==> src/rtl/alu_auftrag_steuerung_pkg.sv <==
// Shared definitions for the ALU issue stage: FSM states, error codes,
// function-code constants and the opcode validity decode.
package alu_auftrag_steuerung_pkg;

  // FSM state encoding
  localparam logic [1:0] LEERLAUF = 2'd0;
  localparam logic [1:0] START    = 2'd1;
  localparam logic [1:0] WARTEN   = 2'd2;
  localparam logic [1:0] ERGEBNIS = 2'd3;

  // Fehler encodings presented alongside ErgebnisGueltig
  localparam logic [1:0] FEHLER_OK      = 2'b00;
  localparam logic [1:0] FEHLER_CODE    = 2'b01;
  localparam logic [1:0] FEHLER_TIMEOUT = 2'b10;

  // A few named function codes used around the processor
  localparam logic [5:0] INT_ADDITION   = 6'b000000;
  localparam logic [5:0] FLOAT_ADDITION = 6'b100000;
  localparam logic [5:0] FLOAT_WURZEL   = 6'b100011; // float square root, decoded as an invalid opcode

  // Returns 1 when the ALU implements the given function code.
  function automatic logic code_gueltig(input logic [5:0] code);
    logic ok;
    ok = 1'b0;
    if (code[5] == 1'b0) begin
      if (code[4] == 1'b0) begin
        ok = 1'b1;
      end else begin
        ok = (code[3:0] <= 4'd4) || (code[3:0] == 4'd6) || (code[3:0] == 4'd7);
      end
    end else begin
      case (code[4:0])
        5'b00000, 5'b00001, 5'b00010, 5'b00100,
        5'b01000, 5'b01001, 5'b01010, 5'b01011,
        5'b01110, 5'b01111: ok = 1'b1;
        default:            ok = 1'b0;
      endcase
    end
    return ok;
  endfunction

endpackage

==> src/rtl/alu_auftrag_steuerung_if.sv <==
// Bus bundles around the ALU issue stage: request from decode, the ALU
// start/done link, and the result path to writeback.

interface aas_auftrag_if #(parameter int DATA_W = 32, parameter int TAG_W = 5);
  logic              AuftragGueltig;
  logic              AuftragBereit;
  logic [DATA_W-1:0] AuftragDaten1;
  logic [DATA_W-1:0] AuftragDaten2;
  logic [5:0]        AuftragCode;
  logic [TAG_W-1:0]  AuftragZiel;

  modport master (output AuftragGueltig, AuftragDaten1, AuftragDaten2, AuftragCode, AuftragZiel,
                  input  AuftragBereit);
  modport slave  (input  AuftragGueltig, AuftragDaten1, AuftragDaten2, AuftragCode, AuftragZiel,
                  output AuftragBereit);
endinterface

interface aas_alu_if #(parameter int DATA_W = 32);
  logic [DATA_W-1:0] AluDaten1;
  logic [DATA_W-1:0] AluDaten2;
  logic [5:0]        AluFunktionsCode;
  logic              AluStartSignal;
  logic              AluReset;
  logic              AluFertig;
  logic [DATA_W-1:0] AluErgebnis;

  modport master (output AluDaten1, AluDaten2, AluFunktionsCode, AluStartSignal, AluReset,
                  input  AluFertig, AluErgebnis);
  modport slave  (input  AluDaten1, AluDaten2, AluFunktionsCode, AluStartSignal, AluReset,
                  output AluFertig, AluErgebnis);
endinterface

interface aas_ergebnis_if #(parameter int DATA_W = 32, parameter int TAG_W = 5);
  logic              ErgebnisGueltig;
  logic              ErgebnisBereit;
  logic [DATA_W-1:0] ErgebnisDaten;
  logic [TAG_W-1:0]  ErgebnisZiel;
  logic [1:0]        Fehler;

  modport master (output ErgebnisGueltig, ErgebnisDaten, ErgebnisZiel, Fehler,
                  input  ErgebnisBereit);
  modport slave  (input  ErgebnisGueltig, ErgebnisDaten, ErgebnisZiel, Fehler,
                  output ErgebnisBereit);
endinterface

==> src/rtl/alu_auftrag_steuerung_code_pruefer.sv <==
// Combinational opcode check: flags function codes the ALU implements.
module alu_auftrag_steuerung_code_pruefer
  import alu_auftrag_steuerung_pkg::*;
(
  input  logic [5:0] code,
  output logic       gueltig
);

  // Decode the incoming code against the implemented opcode map
  always_comb begin
    gueltig = code_gueltig(code);
  end

endmodule

==> src/rtl/alu_auftrag_steuerung.sv <==
// ALU issue stage: accepts one operation from decode, starts the ALU,
// waits for done (guarded by a watchdog) and hands the result to writeback.
module alu_auftrag_steuerung
  import alu_auftrag_steuerung_pkg::*;
#(
  parameter int DATA_W  = 32,
  parameter int TAG_W   = 5,
  parameter int TIMEOUT = 255
) (
  input  logic           Clock,
  input  logic           Reset,
  aas_auftrag_if.slave   auftrag,
  aas_alu_if.master      alu,
  aas_ergebnis_if.master ergebnis,
  output logic           Beschaeftigt
);

  localparam int              WD_W    = $clog2(TIMEOUT + 1);
  localparam logic [WD_W-1:0] WD_MAX  = WD_W'(TIMEOUT);
  localparam logic [WD_W-1:0] WD_EINS = WD_W'(1);

  logic [1:0]        state_r;
  logic [DATA_W-1:0] daten1_r;
  logic [DATA_W-1:0] daten2_r;
  logic [5:0]        code_r;
  logic [TAG_W-1:0]  ziel_r;
  logic [DATA_W-1:0] erg_daten_r;
  logic [1:0]        fehler_r;
  logic [WD_W-1:0]   wd_r;
  logic              abbruch_r;

  logic code_ok_s;
  logic bereit_s;
  logic annahme_s;

  alu_auftrag_steuerung_code_pruefer u_code_pruefer (
    .code    (auftrag.AuftragCode),
    .gueltig (code_ok_s)
  );

  // Request acceptance: idle, or ERGEBNIS while writeback takes the result
  always_comb begin
    bereit_s = 1'b0;
    if (Reset) begin
      bereit_s = 1'b0;
    end else if (state_r == LEERLAUF) begin
      bereit_s = 1'b1;
    end else if (state_r == ERGEBNIS) begin
      bereit_s = ergebnis.ErgebnisBereit;
    end else begin
      bereit_s = 1'b0;
    end
    annahme_s = bereit_s & auftrag.AuftragGueltig;
  end

  // FSM, operand/result registers and the saturating watchdog
  always_ff @(posedge Clock) begin
    if (Reset) begin
      state_r     <= LEERLAUF;
      daten1_r    <= {DATA_W{1'b0}};
      daten2_r    <= {DATA_W{1'b0}};
      code_r      <= 6'b000000;
      ziel_r      <= {TAG_W{1'b0}};
      erg_daten_r <= {DATA_W{1'b0}};
      fehler_r    <= FEHLER_OK;
      wd_r        <= {WD_W{1'b0}};
      abbruch_r   <= 1'b0;
    end else begin
      abbruch_r <= 1'b0;
      case (state_r)
        LEERLAUF, ERGEBNIS: begin
          if (annahme_s) begin
            daten1_r <= auftrag.AuftragDaten1;
            daten2_r <= auftrag.AuftragDaten2;
            code_r   <= auftrag.AuftragCode;
            ziel_r   <= auftrag.AuftragZiel;
            if (code_ok_s) begin
              state_r <= START;
            end else begin
              // Unimplemented opcode: report directly, ALU is never started
              state_r     <= ERGEBNIS;
              erg_daten_r <= {DATA_W{1'b0}};
              fehler_r    <= FEHLER_CODE;
            end
          end else if ((state_r == ERGEBNIS) && ergebnis.ErgebnisBereit) begin
            state_r <= LEERLAUF;
          end else begin
            state_r <= state_r;
          end
        end
        START: begin
          // Done is ignored here: the ALU countdown is not loaded yet
          state_r <= WARTEN;
          wd_r    <= {WD_W{1'b0}};
        end
        WARTEN: begin
          if (wd_r != WD_MAX) begin
            wd_r <= wd_r + WD_EINS;
          end else begin
            wd_r <= wd_r;
          end
          if (alu.AluFertig) begin
            state_r     <= ERGEBNIS;
            erg_daten_r <= alu.AluErgebnis;
            fehler_r    <= FEHLER_OK;
          end else if (wd_r == WD_MAX) begin
            // Hung operation: reset the ALU for one cycle and report timeout
            state_r     <= ERGEBNIS;
            erg_daten_r <= {DATA_W{1'b0}};
            fehler_r    <= FEHLER_TIMEOUT;
            abbruch_r   <= 1'b1;
          end else begin
            state_r <= WARTEN;
          end
        end
        default: begin
          state_r <= LEERLAUF;
        end
      endcase
    end
  end

  assign auftrag.AuftragBereit = bereit_s;

  assign alu.AluDaten1        = daten1_r;
  assign alu.AluDaten2        = daten2_r;
  assign alu.AluFunktionsCode = code_r;
  assign alu.AluStartSignal   = (state_r == START) && !Reset;
  assign alu.AluReset         = Reset | abbruch_r;

  assign ergebnis.ErgebnisGueltig = (state_r == ERGEBNIS) && !Reset;
  assign ergebnis.ErgebnisDaten   = erg_daten_r;
  assign ergebnis.ErgebnisZiel    = ziel_r;
  assign ergebnis.Fehler          = fehler_r;

  assign Beschaeftigt = (state_r != LEERLAUF) && !Reset;

endmodule

==> src/flat_wrapper.sv <==
// flat-port wrapper written by rule: the top's interface ports become plain ports
module alu_auftrag_steuerung_flat import alu_auftrag_steuerung_pkg::*;
#(
  parameter int DATA_W  = 32,
  parameter int TAG_W   = 5,
  parameter int TIMEOUT = 255
)
  (Clock, Reset, Beschaeftigt, auftrag_AuftragGueltig, auftrag_AuftragDaten1, auftrag_AuftragDaten2, auftrag_AuftragCode, auftrag_AuftragZiel, auftrag_AuftragBereit, alu_AluDaten1, alu_AluDaten2, alu_AluFunktionsCode, alu_AluStartSignal, alu_AluReset, alu_AluFertig, alu_AluErgebnis, ergebnis_ErgebnisGueltig, ergebnis_ErgebnisDaten, ergebnis_ErgebnisZiel, ergebnis_Fehler, ergebnis_ErgebnisBereit);
  aas_auftrag_if #(.DATA_W(DATA_W), .TAG_W(TAG_W)) auftrag_i ();
  aas_alu_if #(.DATA_W(DATA_W)) alu_i ();
  aas_ergebnis_if #(.DATA_W(DATA_W), .TAG_W(TAG_W)) ergebnis_i ();
  input  logic Clock;
  input  logic Reset;
  output logic Beschaeftigt;
  input wire logic [$bits(auftrag_i.AuftragGueltig)-1:0] auftrag_AuftragGueltig;
  input wire logic [$bits(auftrag_i.AuftragDaten1)-1:0] auftrag_AuftragDaten1;
  input wire logic [$bits(auftrag_i.AuftragDaten2)-1:0] auftrag_AuftragDaten2;
  input wire logic [$bits(auftrag_i.AuftragCode)-1:0] auftrag_AuftragCode;
  input wire logic [$bits(auftrag_i.AuftragZiel)-1:0] auftrag_AuftragZiel;
  output wire logic [$bits(auftrag_i.AuftragBereit)-1:0] auftrag_AuftragBereit;
  output wire logic [$bits(alu_i.AluDaten1)-1:0] alu_AluDaten1;
  output wire logic [$bits(alu_i.AluDaten2)-1:0] alu_AluDaten2;
  output wire logic [$bits(alu_i.AluFunktionsCode)-1:0] alu_AluFunktionsCode;
  output wire logic [$bits(alu_i.AluStartSignal)-1:0] alu_AluStartSignal;
  output wire logic [$bits(alu_i.AluReset)-1:0] alu_AluReset;
  input wire logic [$bits(alu_i.AluFertig)-1:0] alu_AluFertig;
  input wire logic [$bits(alu_i.AluErgebnis)-1:0] alu_AluErgebnis;
  output wire logic [$bits(ergebnis_i.ErgebnisGueltig)-1:0] ergebnis_ErgebnisGueltig;
  output wire logic [$bits(ergebnis_i.ErgebnisDaten)-1:0] ergebnis_ErgebnisDaten;
  output wire logic [$bits(ergebnis_i.ErgebnisZiel)-1:0] ergebnis_ErgebnisZiel;
  output wire logic [$bits(ergebnis_i.Fehler)-1:0] ergebnis_Fehler;
  input wire logic [$bits(ergebnis_i.ErgebnisBereit)-1:0] ergebnis_ErgebnisBereit;
  assign auftrag_i.AuftragGueltig = auftrag_AuftragGueltig;
  assign auftrag_i.AuftragDaten1 = auftrag_AuftragDaten1;
  assign auftrag_i.AuftragDaten2 = auftrag_AuftragDaten2;
  assign auftrag_i.AuftragCode = auftrag_AuftragCode;
  assign auftrag_i.AuftragZiel = auftrag_AuftragZiel;
  assign auftrag_AuftragBereit = auftrag_i.AuftragBereit;
  assign alu_AluDaten1 = alu_i.AluDaten1;
  assign alu_AluDaten2 = alu_i.AluDaten2;
  assign alu_AluFunktionsCode = alu_i.AluFunktionsCode;
  assign alu_AluStartSignal = alu_i.AluStartSignal;
  assign alu_AluReset = alu_i.AluReset;
  assign alu_i.AluFertig = alu_AluFertig;
  assign alu_i.AluErgebnis = alu_AluErgebnis;
  assign ergebnis_ErgebnisGueltig = ergebnis_i.ErgebnisGueltig;
  assign ergebnis_ErgebnisDaten = ergebnis_i.ErgebnisDaten;
  assign ergebnis_ErgebnisZiel = ergebnis_i.ErgebnisZiel;
  assign ergebnis_Fehler = ergebnis_i.Fehler;
  assign ergebnis_i.ErgebnisBereit = ergebnis_ErgebnisBereit;
  alu_auftrag_steuerung #(.DATA_W(DATA_W), .TAG_W(TAG_W), .TIMEOUT(TIMEOUT)) u_core (.Clock(Clock), .Reset(Reset), .auftrag(auftrag_i), .alu(alu_i), .ergebnis(ergebnis_i), .Beschaeftigt(Beschaeftigt));
endmodule
==> config.mk <==
export PLATFORM = sky130hd
export DESIGN_NAME = alu_auftrag_steuerung_flat
export DESIGN_NICKNAME = d
export VERILOG_FILES = /design/src/rtl/alu_auftrag_steuerung_pkg.sv /design/src/rtl/alu_auftrag_steuerung_if.sv /design/src/rtl/alu_auftrag_steuerung_code_pruefer.sv /design/src/rtl/alu_auftrag_steuerung.sv /design/src/flat_wrapper.sv
export SDC_FILE = /design/constraint.sdc
export NUM_CORES = 1
export LEC_CHECK = 0
export CORE_MARGIN = 4
export CORE_UTILIZATION = 42
export DETAILED_ROUTE_END_ITERATION = 12
export PLACE_DENSITY = 0.78
export SYNTH_ARGS = -nofsm -noshare
export SYNTH_HDL_FRONTEND = slang
export SYNTH_SLANG_ARGS = --single-unit
==> constraint.sdc <==
create_clock -name Clock -period 2.54 [get_ports Clock]
set_input_delay 0.254 -clock Clock [delete_from_list [all_inputs] [get_ports Clock]]
set_output_delay 0.254 -clock Clock [all_outputs]
set_load 0.005 [all_outputs]
Word-level counts from Yosys, hierarchy flattened
Memories as Yosys holds them, arrays and structs flattened.
Cells that the tools add are included.
{"block": "word_totals", "inputBits": 112, "register_bits": 120, "n_memories": 1, "rom_bits": 16, "output_inout_bits": 114, "wordCells": 68}
{"block": "classes", "addsub": 1, "bitwise": 3, "mux": 25, "n_eq_ne": 12, "n_reduce_logical": 16, "order_cmp": 1}
{"name": "(no name shown)", "depth": 16, "word_bits": 1, "rd": 1, "rd_clocked_by_memory_dff": 0, "wr": 0, "line_no": "alu_auftrag_steuerung_pkg.sv:32", "text": "case (code[4:0])"}
{"cell": "two-way mux 32 bit", "n": 4}
{"cell": "one-hot mux 32 bit (2 select lines)", "n": 1}
{"cell": "two-way mux 2 bit", "n": 8}
{"cell": "one-hot mux 8 bit (2 select lines)", "n": 1}
{"cell": "adder 8 x 1 -> 8 bit (second input constant)", "n": 1}
{"cell": "equality test 4 x 3 -> 1 bit (second input constant)", "n": 2}
{"cell": "equality test 8 bit (second input constant)", "n": 1}
{"cell": "two-way mux 1 bit", "n": 8}
{"cell": "two-way mux 8 bit", "n": 1}
{"cell": "inequality test 8 bit (second input constant)", "n": 1}
{"cell": "one-hot mux 2 bit (3 select lines)", "n": 1}
{"cell": "nonzero test 2 bit", "n": 3}
{"cell": "equality test 2 bit (second input constant)", "n": 2}
{"cell": "<= comparator 4 x 3 -> 1 bit (second input constant)", "n": 1}
{"cell": "logical AND 1 bit", "n": 4}
{"cell": "inequality test 2 x 1 -> 1 bit (second input constant)", "n": 2}
{"cell": "one-hot mux 2 bit (2 select lines)", "n": 1}
{"cell": "AND reduction 2 bit", "n": 2}
{"cell": "AND reduction 4 bit", "n": 1}
{"cell": "inequality test 3 x 1 -> 1 bit (second input constant)", "n": 1}
{"cell": "inequality test 3 x 2 -> 1 bit (second input constant)", "n": 1}
{"cell": "OR reduction 3 bit", "n": 1}
{"cell": "equality test 2 x 1 -> 1 bit (second input constant)", "n": 1}
{"cell": "logical NOT 2 bit", "n": 1}
{"cell": "7 further kinds", "n": 8}

Logic depth before layout (Yosys ltp)
{"block": "logic_depth", "depth_word": 8, "ltp_mapped": 9, "mapped_depth_nobuf": 7}

Cells and area by module
A second synthesis with hierarchy kept.
{"block": "hier_totals", "cells_unflattened": 575, "hier_area_um2": 4590.7}
{"mod": "alu_auftrag_steuerung", "area_per_inst_um2": 4541.9, "cells_each": 568, "n_inst": 1, "seq_area_each_um2": 2402.3}
{"mod": "alu_auftrag_steuerung_code_pruefer", "area_per_inst_um2": 48.8, "cells_each": 7, "n_inst": 1, "seq_area_each_um2": 0.0}

Worst setup path before layout
OpenSTA, ideal clock, no wires.
{"block": "synth_path", "path_type": "reg-to-reg", "start": "reg u_core.state_r[0]", "end": "reg u_core.erg_daten_r[10] (netlist: u_core.ergebnis.ErgebnisDaten[10])", "n_path_buf": 2, "t_required_ps": 2470, "stages_incl_launch_ff": 10, "setup_time_ps": 70, "synth_period_minus_slack_ps": 1821, "arrival_time_ps": 1751, "setup_slack_ps": 719, "path_cell_list": "dfxtp_1 -> inv_1 -> ha_1 -> clkbuf_2 -> nor2b_1 -> o22ai_1 -> clkbuf_1 -> and3_1 -> a221oi_2 -> a21oi_1"}
{"block": "synth_between", "elab_chain_len": 7, "elab_cells_between_ends": 14, "classes_between": "eq/ne: 5; mux: 4; bitwise: 1; reduce/logical: 4"}
{"element": "start, declared", "line_no": "alu_auftrag_steuerung.sv:22", "text": "logic [1:0] state_r;"}
{"element": "start signal, assigned", "line_no": "alu_auftrag_steuerung.sv:88", "text": "state_r <= state_r;"}
{"element": "equality test 2 bit", "line_no": "alu_auftrag_steuerung.sv:48, alu_auftrag_steuerung.sv:70"}
{"element": "two-way mux 1 bit", "line_no": "alu_auftrag_steuerung.sv:48", "text": "end else if (state_r == ERGEBNIS) begin"}
{"element": "two-way mux 1 bit", "line_no": "alu_auftrag_steuerung.sv:46", "text": "end else if (state_r == LEERLAUF) begin"}
{"element": "two-way mux 1 bit", "line_no": "alu_auftrag_steuerung.sv:44", "text": "if (Reset) begin"}
{"element": "AND 1 bit", "line_no": "alu_auftrag_steuerung.sv:53", "text": "annahme_s = bereit_s & auftrag.AuftragGueltig;"}
{"element": "inequality test 2 x 1 -> 1 bit (no line)"}
{"element": "AND reduction 4 bit (no line)"}
{"element": "end signal, assigned", "line_no": "alu_auftrag_steuerung.sv:64", "text": "erg_daten_r <= {DATA_W{1'b0}};"}
{"element": "end signal, assigned", "line_no": "alu_auftrag_steuerung.sv:82", "text": "erg_daten_r <= {DATA_W{1'b0}};"}
{"element": "end signal, assigned", "line_no": "alu_auftrag_steuerung.sv:104", "text": "erg_daten_r <= alu.AluErgebnis;"}
{"element": "end, declared", "line_no": "alu_auftrag_steuerung.sv:27", "text": "logic [DATA_W-1:0] erg_daten_r;"}
Several ways; a longest one is shown, not always the timed one.
A chain may end at the register's enable or synchronous reset.

Worst setup path after layout
{"block": "layout_path", "start": "reg u_core.state_r[0]", "end": "reg u_core.erg_daten_r[28] (netlist: u_core.ergebnis.ErgebnisDaten[28])"}
The elaborated chain is that of the path after synthesis.

==> impl_metrics.json <==
{
  "outcome": "finished, final reports clean",
  "utilization": 0.694,
  "total_power_mw": 6.79,
  "critPathKind": "flop to flop",
  "crit_start": "u_core.state_r[0]$_SDFFE_PP0P_",
  "timing.final.crit_share": 0.905,
  "setup_viol": 0,
  "postRouteAntennaNets": 0,
  "comb_power_share": 0.323,
  "cts_tree": "built",
  "insertion_delay_ns": 0.41,
  "drt_first_pass_iters": 5,
  "max_freq_mhz": 435,
  "min_from": "auftrag_AuftragDaten2[7]",
  "routed_wl_um": 16400,
  "cts.hold.buffers_added": 0,
  "worstSetupStartpointType": "flop",
  "grt_pass1_wl_um": 26400,
  "path_max_fanout": 32,
  "htree_levels": 4,
  "clk_pin_slew_worst_paths_ns": 0.05,
  "cap_viol_max_count": 0,
  "wl_per_cell_um": 16.8,
  "gr-total-overflow": 0,
  "netlist.area_leader.share": 0.475,
  "synthArstFlopShare": 0,
  "die_w_um": 118,
  "slew_viol_final": 0,
  "place_inst": 942,
  "p_int_mw": 4.65,
  "avgViaCountPerCell": 5.38,
  "seq_power_share": 0.336,
  "rsz0062_at_grt": "no",
  "use_met3": 0.0908,
  "switching_share": 0.315,
  "peakVddDrop_v": 0.000609,
  "hpwlAfterDp_um": 11600,
  "synth_edf_count": 0,
  "grt_max_degree": 73,
  "synthDistinctLibCells": 36,
  "nNetsFinal": 935,
  "ios": 226,
  "place_congestion": 0.843,
  "busiest_layer": "met2",
  "die_h_um": 118,
  "yosys_warnings": 0,
  "drt_iter0_drc": 354,
  "grtUsageMet1": 0.254,
  "final_cells": 974,
  "grt_usage": 0.234,
  "syn_nets": 717,
  "antenna_found_initial": 0,
  "syn2layout_area_growth_pct": 59.6,
  "root_buffer": "clkbuf_16",
  "routed-via-count": 5243,
  "ys_seq_elements": 120,
  "synthTopCellsByArea": "dfxtp_1 (48%), nand2_1 (14%), a21oi_1 (11%), a221oi_2 (8.9%), and3_1 (4.3%)",
  "initial_core_util": 0.435,
  "fin_crit_ns": 2.30,
  "pwr_density_cell_nw_per_um2": 842,
  "grt_pass1_vias": 5265,
  "tightest_slew_ns": 0.972,
  "p_leak_nw": 2.94,
  "cts_buffers": 17,
  "required_ns": 2.87,
  "fp.coreArea_um2": 11600,
  "yosys.area.top_type": "dfxtp_1",
  "seq_area_frac_synth": 0.475,
  "setup-tns-final_ns": 0,
  "power_switching_mw": 2.14,
  "cp-end-kind": "flop",
  "drc": 0,
  "arrival_ns": 2.63,
  "antenna_cells": 0,
  "syn_area_um2": 5050,
  "syn_area_per_cell_um2": 8.42,
  "final_hold_viol_count": 0,
  "synth-main-ff-cell": "dfxtp_1",
  "cts.sinks": 120,
  "power_frac_clock": 0.341,
  "holdWs_ns": 0.389,
  "drive_gt1_frac": 0.111,
  "num_rows": 39,
  "synth_cells": 600,
  "ctsResizeCount": 0,
  "slew_headroom": 0.352,
  "hp-class": "primary input to flop",
  "fin_skew_ns": 0.00768,
  "clockBufferDepth": 2,
  "dieArea_um2": 13800,
  "grt_use_met2": 0.399,
  "rr_startpoint": "u_core.state_r[0]$_SDFFE_PP0P_",
  "portBuffers": 225,
  "cts_setup_buffers": 0
}
-- placed cells by master, fill, tap and decap left out, types with 2 or more instances in the layout --
cell             count
or2_2                3
nor2_4               2
a221oi_2            30
clkinv_2             6
clkdlybuf4s50_1    224
nand2_1            187
nand3_1              2
dfxtp_1            120
xor2_1               6
clkbuf_16           17
inv_1                6
a31oi_1              2
a221oi_1             3
ha_1                 5
a21o_1               2
clkbuf_8             6
buf_4               15
buf_12               5
nor2b_1              5
and3_1              35
nor2_1              14
nand4_1              5
a21oi_1            111
-- critical path, cell delays in order (launching register included) --
cell and delay (ns):
dfxtp_1 0.38, inv_1 0.09, ha_1 0.40, and3_1 0.84, and3_1 0.28, a221oi_2 0.04, a21oi_1 0.20
-- layer usage --
layer	wire, um	part of all wire
met5	0	0
met4	561	0.034
met3	1370	0.084
met2	8150	0.50
met1	6280	0.38
-- worst paths after layout --
path | slack (ns) | cells past startpoint | endpoint
worst min register to register | 0.45 | 2 | u_core.alu.AluFunktionsCode[5]$_SDFFE_PP0P_
worst max-delay path | 0.24 | 6 | u_core.ergebnis.ErgebnisDaten[28]$_SDFFE_PP0P_
worst max register to register | 0.24 | 6 | u_core.ergebnis.ErgebnisDaten[28]$_SDFFE_PP0P_
worst min-delay path | 0.39 | 3 | u_core.alu.AluDaten2[7]$_SDFFE_PP0P_
-- sequential cells by signal, indices dropped and copies added, names as in the netlist --
| name | flops |
|---|---|
| u_core.abbruch_r | 1 |
| u_core.wd_r | 8 |
| u_core.ergebnis.ErgebnisDaten | 32 |
| u_core.alu.AluDaten2 | 32 |
| u_core.state_r | 2 |
| u_core.alu.AluFunktionsCode | 6 |
| u_core.ergebnis.Fehler | 2 |
| u_core.ergebnis.ErgebnisZiel | 5 |
| u_core.alu.AluDaten1 | 32 |
-- cells by family after synthesis --
family,count (synthesis),synth area share
AOI/OAI and AO/OA,158,0.227
DFF,120,0.475
and+or+nand+nor,260,0.225
adders and majority gates,5,0.0124
xor gates and xnor gates,6,0.0104
buffers and inverters,51,0.0493
-- Yosys cell counts (all sizes together), types with 6 or more instances --
| master | instances |
|---|---|
| a21oi | 111 |
| a221oi | 33 |
| and3 | 35 |
| buf | 15 |
| clkbuf | 30 |
| dfxtp | 120 |
| inv | 6 |
| nand2 | 187 |
| nor2 | 16 |
| xor2 | 6 |
-- area by class of cell --
class / instances / area (um2)
Sequential cell: 120 / 2400
Multi-Input combinational cell: 429 / 2430
Clock buffer: 24 / 512
Fill cell: 921 / 3550
Tap cell: 143 / 179
Clock inverter: 8 / 67.6
Timing Repair Buffer: 244 / 2450
Inverter: 6 / 22.5
-- power by group through the flow --
stage | Combinational, mW | Clock (mW) | Sequential, mW
after floorplan | 1.13 | 0 | 2.32
after global placement | 2.14 | 0 | 2.30
after detailed placement | 2.19 | 0 | 2.31
after CTS | 2.21 | 2.35 | 2.28
after global routing | 2.40 | 2.44 | 2.31
final | 2.19 | 2.32 | 2.28
-- metrics by stage --
| step | setup slack (ns) | cell area [um2] |
|---|---|---|
| final | 0.242 | 8070 |
| after global routing | 0.0890 | 8070 |
| after CTS | 0.244 | 8070 |
| after detailed placement | -0.0113 | 7490 |
| after global placement | 0.0761 | 7490 |
| after floorplan | 0.719 | 5050 |
(Power assumes the default switching activity.)
